**config.mk**
```make
export PLATFORM = sky130hd
export DESIGN_NAME = sample_player
export DESIGN_NICKNAME = d
export VERILOG_FILES = /design/src/rtl/sample_pkg.sv /design/src/rtl/sample_rate_div.sv /design/src/rtl/sample_player.sv
export SDC_FILE = /design/constraint.sdc
export NUM_CORES = 1
export LEC_CHECK = 0
export BUFFER_PORTS_ARGS = -buffer_cell sky130_fd_sc_hd__buf_2
export CAP_MARGIN = 40
export CORE_MARGIN = 10
export CORE_UTILIZATION = 30
export DETAILED_ROUTE_END_ITERATION = 10
export PLACE_DENSITY = 0.62
export SETUP_SLACK_MARGIN = 0.3
export SLEW_MARGIN = 20
export SYNTH_ARGS = -nofsm -noshare
export SYNTH_HDL_FRONTEND = slang
export SYNTH_HIERARCHICAL = 1
export SYNTH_SLANG_ARGS = --single-unit
```
**constraint.sdc**
```tcl
create_clock -name clk -period 1.9 [get_ports clk]
set_clock_uncertainty 0.15 [all_clocks]
set_input_delay 0.475 -clock clk [delete_from_list [all_inputs] [get_ports clk]]
set_output_delay 0.475 -clock clk [all_outputs]
set_load 0.1 [all_outputs]
```
**src/rtl/sample_pkg.sv**
```systemverilog
// Shared types and defaults for the sample ROM player.
// Provides the FSM state encoding, default sizes and the divider-width helper.
package sample_pkg;

    typedef enum logic [1:0] {
        StIdle,
        StFetch,
        StCapture,
        StHold
    } state_e;

    localparam int unsigned DEFAULT_LENGTH = 4;

    localparam int unsigned DEFAULT_WIDTH = 8;
    localparam int unsigned DEFAULT_DIV   = 4;

    // Width of a counter spanning 0..div-1; never narrower than one bit.
    function automatic int unsigned div_width(input int unsigned div);
        return (div > 2) ? $clog2(div) : 1;
    endfunction

endpackage

```
**src/rtl/sample_rate_div.sv**
```systemverilog
// Free-running modulo-DIV counter with synchronous clear.
// tc is high while the count sits at DIV-1.
module sample_rate_div
    import sample_pkg::*;
#(
    parameter int unsigned DIV = DEFAULT_DIV
) (
    input  logic clk,
    input  logic rst,
    input  logic clr,
    output logic tc
);

    localparam int unsigned DW = div_width(DIV);
    localparam logic [DW-1:0] TC_VAL = DW'(DIV - 1);

    logic [DW-1:0] count_q, count_d;

    assign tc = (count_q == TC_VAL);

    always_comb begin
        count_d = count_q + 1'b1;
        if (clr || tc) begin
            count_d = '0;
        end
    end

    always_ff @(posedge clk) begin
        if (rst) begin
            count_q <= '0;
        end else begin
            count_q <= count_d;
        end
    end

endmodule

```
**src/rtl/sample_player.sv**
```systemverilog
// Reads samples 0..LENGTH-1 from a 1-cycle-latency ROM, one every DIV clocks,
// and presents each with a one-cycle valid strobe. Supports loop, stop and restart.
module sample_player
    import sample_pkg::*;
#(
    parameter int unsigned LENGTH = DEFAULT_LENGTH,
    parameter int unsigned WIDTH  = DEFAULT_WIDTH,
    parameter int unsigned ADDR   = $clog2(LENGTH),
    parameter int unsigned DIV    = DEFAULT_DIV
) (
    input  logic                    clk,
    input  logic                    rst,
    input  logic                    start,
    input  logic                    stop,
    input  logic                    loop,
    output logic [ADDR-1:0]         rom_addr,
    input  logic signed [WIDTH-1:0] rom_data,
    output logic signed [WIDTH-1:0] sample,
    output logic                    sample_valid,
    output logic                    busy,
    output logic                    done
);

    localparam logic [ADDR-1:0] LAST_ADDR = ADDR'(LENGTH - 1);

    state_e                  state_q, state_d;
    logic [ADDR-1:0]         addr_q, addr_d;
    logic signed [WIDTH-1:0] sample_q, sample_d;
    logic                    valid_q, valid_d;
    logic                    done_q, done_d;
    logic                    div_tc;
    logic                    div_clr;
    logic                    abort;

    // Stop only matters while playing; a coincident start takes precedence.
    assign abort = stop && (state_q != StIdle) && !start;

    // The divider is held at zero whenever a new sample period is about to begin.
    assign div_clr = start || (state_d == StIdle) || ((state_q == StHold) && div_tc);

    sample_rate_div #(
        .DIV (DIV)
    ) u_div (
        .clk (clk),
        .rst (rst),
        .clr (div_clr),
        .tc  (div_tc)
    );

    always_ff @(posedge clk) begin
        if (rst) begin
            state_q  <= StIdle;
            addr_q   <= '0;
            sample_q <= '0;
            valid_q  <= 1'b0;
            done_q   <= 1'b0;
        end else begin
            state_q  <= state_d;
            addr_q   <= addr_d;
            sample_q <= sample_d;
            valid_q  <= valid_d;
            done_q   <= done_d;
        end
    end

    always_comb begin
        state_d = state_q;
        if (start) begin
            state_d = StFetch;
        end else if (abort) begin
            state_d = StIdle;
        end else begin
            unique case (state_q)
                StIdle:    state_d = StIdle;
                StFetch:   state_d = StCapture;
                StCapture: state_d = StHold;
                StHold: begin
                    if (div_tc) begin
                        state_d = (addr_q == LAST_ADDR && !loop) ? StIdle : StFetch;
                    end
                end
                default:   state_d = StIdle;
            endcase
        end
    end

    always_comb begin
        addr_d   = addr_q;
        sample_d = sample_q;
        valid_d  = 1'b0;
        done_d   = 1'b0;
        if (start) begin
            addr_d = '0;
        end else if (abort) begin
            sample_d = '0;
        end else begin
            unique case (state_q)
                StCapture: begin
                    sample_d = rom_data;
                    valid_d  = 1'b1;
                end
                StHold: begin
                    if (div_tc) begin
                        if (addr_q != LAST_ADDR) begin
                            addr_d = addr_q + 1'b1;
                        end else if (loop) begin
                            addr_d = '0;
                        end else begin
                            done_d = 1'b1;
                        end
                    end
                end
                default: ;
            endcase
        end
    end

    assign rom_addr     = addr_q;
    assign sample       = sample_q;
    assign sample_valid = valid_q;
    assign done         = done_q;
    assign busy         = (state_q != StIdle);

endmodule

```
==> metrics.txt <==
status complete, no violations; Slew Viols, Final 0; Reg2Reg Launch Point state_q[0]; num rows 16; fin cells 119; number of fill cells 210; antenna violations before repair 0; hold path depth 3; Max IR drop VDD 270.4 µV; fraction of layout cells with a size suffix above 1 0.4674; actual slew at the worst max-slew pin between 0.3 and 0.4 ns; top cells by area, synth dfxtp_1 49%, mux2i_1 14%, nor2_1 6.3%; Core Box Area slightly above 2000 µm²; post-route cell area 928.4 µm²; Yosys reg bits 16; global placer's final weighted congestion between 0.8 and 0.9; setup ws final approximately 0.23 ns; worst-case hold slack ~0.27 ns; Pre-antenna DRT Iters 4; IO Port Bufs 25; Net Count, Synth 76; Starting Density 0.3261; Fin Setup TNS 0 ns; total chip power between 0.6 and 0.7 mW; CTS max path bufs 2; Slew Limit Headroom 0.7986; # Max-Cap Violations 0; min Tclk post-route between 1.5 and 2 ns; Area Growth Syn to Fin 40.80%; commonest cells after routing, fill and taps aside 13 x buf_4, 12 x dfxtp_1, 12 x buf_2; GRT Total Usage 0.07462; vias in the first global route ~580; WHS Endpoint sample[4]; synth warn 6; Setup crit end kind output port; I/O Pins 26; chip width around 67 µm; Routed WL 1553 µm; Pwr Density about 700 nW/µm²; post-place setup slack around 0.31 ns; die area between 4000 and 5000 µm²; RSZ-0062 raised after global routing true; CP max FO 2; diode count 0; hold_buf cts 0; Final #Nets 108; HPWL Detailed 1206 µm; Die H about 67 µm; post-synth top area cell dfxtp_1; commonest non-fill, non-tap cell in the layout buf_4; Arrival @ worst endpoint 1.05 ns; placed cell area about 820 µm²; vias per cell 4.597; first-pass GRT wire length 2553 µm; syn_area_per_cell 10.81 µm²; Num Clock Sinks 16; WP data required approximately 1.3 ns; final core occ 0.4592; Clock transition at path regs 0.10 ns; R2R Path End done; Netlist cell types 22; wire per inst around 13 µm; worst min path class primary input to flip-flop; Worst Hold Launch rom_data[4]; CP Launch Type flip-flop; area of the mapped netlist ~660 µm²; post-synth top area share 0.4858; FF-to-FF setup slack between 0.3 and 0.4 ns; CTS Buf Count 3; Hold Vio Cnt, Final 0; DRC violations left 0; Seq/Total Area, Yosys 0.4858; f_max 0.5983 GHz; clk_lat worst skew 0.28 ns; clk root buf clkbuf_4; number of cells on the worst reg-to-reg path 5; Remaining Overflow, GRT 0; Final period util 0.8797; Setup-failing EPs final 0; multi-input logic area between 300 and 400 µm²; type of the worst setup path flip-flop to output port; LEAKAGE ~0.39 nW; Antenna Nets Post-Route 0; Mapped Cells approximately 60; total number of vias 547; Iter 0 DRT Violations 17; H-Tree Depth 1; CTS tree yes; pin count of the biggest net entering global routing 11; Placed Cells between 100 and 150; FF/Latch Area 327.8 µm²
cells by family (layout without fill, tap and decap cells):
group           count (synthesis)  in the layout  synth area share
fa+ha+maj                       2              2           0.03794
simple gates                   27             27            0.2486
compound gates                  4              4           0.06263
mux                             9              9            0.1366
flops                          16             16            0.4858
buf+inv                         3             34           0.02847
worst max-delay path, stage by stage (launching register included):
cell and delay [ns]:
dfxtp_4 0.35, or2_4 0.25, buf_12 0.16
worst max path at each step:
stage / end / startpoint / slack (ns)
5_1_grt: busy / state_q[0] / 0.19
6_report: busy / state_q[0] / 0.23
3_5_place_dp: u_div/count_q[0] / start / 0.31
4_1_cts: busy / state_q[0] / 0.21
2_1_floorplan: sample[0] / sample[0] / 0.35
3_3_place_gp: busy / state_q[0] / 0.35
sequential cells by signal, summed over array words and instances, names as in the netlist:
| signal | cells |
|---|---|
| state_q | 2 |
| u_div/count_q | 2 |
| done | 1 |
| sample | 8 |
| sample_valid | 1 |
| rom_addr | 2 |
cell usage after synthesis, drive strengths merged:
| library cell | number |
|---|---|
| inv | 2 |
| dfxtp | 16 |
| nor4 | 3 |
| mux2i | 9 |
| buf | 1 |
| a31oi | 1 |
| nand4b | 1 |
| o2bb2ai | 1 |
| or2 | 1 |
| nor3b | 1 |
| nor2b | 2 |
| nand2 | 3 |
| and2b | 1 |
| nor3 | 1 |
| ha | 2 |
| nand3b | 1 |
| nand3 | 1 |
| nor4b | 1 |
| nor2 | 11 |
| o21bai | 2 |
final cells by class:
class	instances	share of cell area
Sequential cell	16	0.3531
Multi-Input combinational cell	42	0.3477
Timing Repair Buffer	28	0.2156
Clock buffer	4	0.03908
Tap cell	27	0.03639
Inverter	2	0.008086
timing repair:
item,4_1_cts,5_1_grt
pin swaps,0,1
buffers inserted,1,1
setup endpoints to repair,13,4
gates resized for setup,20,2
metal layers:
layer  share of wire  vias to the layer above  track usage
li1                -                      277            -
met1            0.38                      257      0.07150
met2            0.56                       11       0.1280
met3           0.047                        2      0.02007
met4           0.017                        0      0.06667
met5               0                        -            0
report_power, final:
group | leakage [nW] | total (mW) | internal [mW] | switching, mW
registers | 0.131 | 0.340 | 0.338 | 0.00213
logic | 0.240 | 0.0710 | 0.0290 | 0.0420
clock network | 0.0210 | 0.222 | 0.117 | 0.105
No activity file was read; power rests on OpenSTA's default activity.
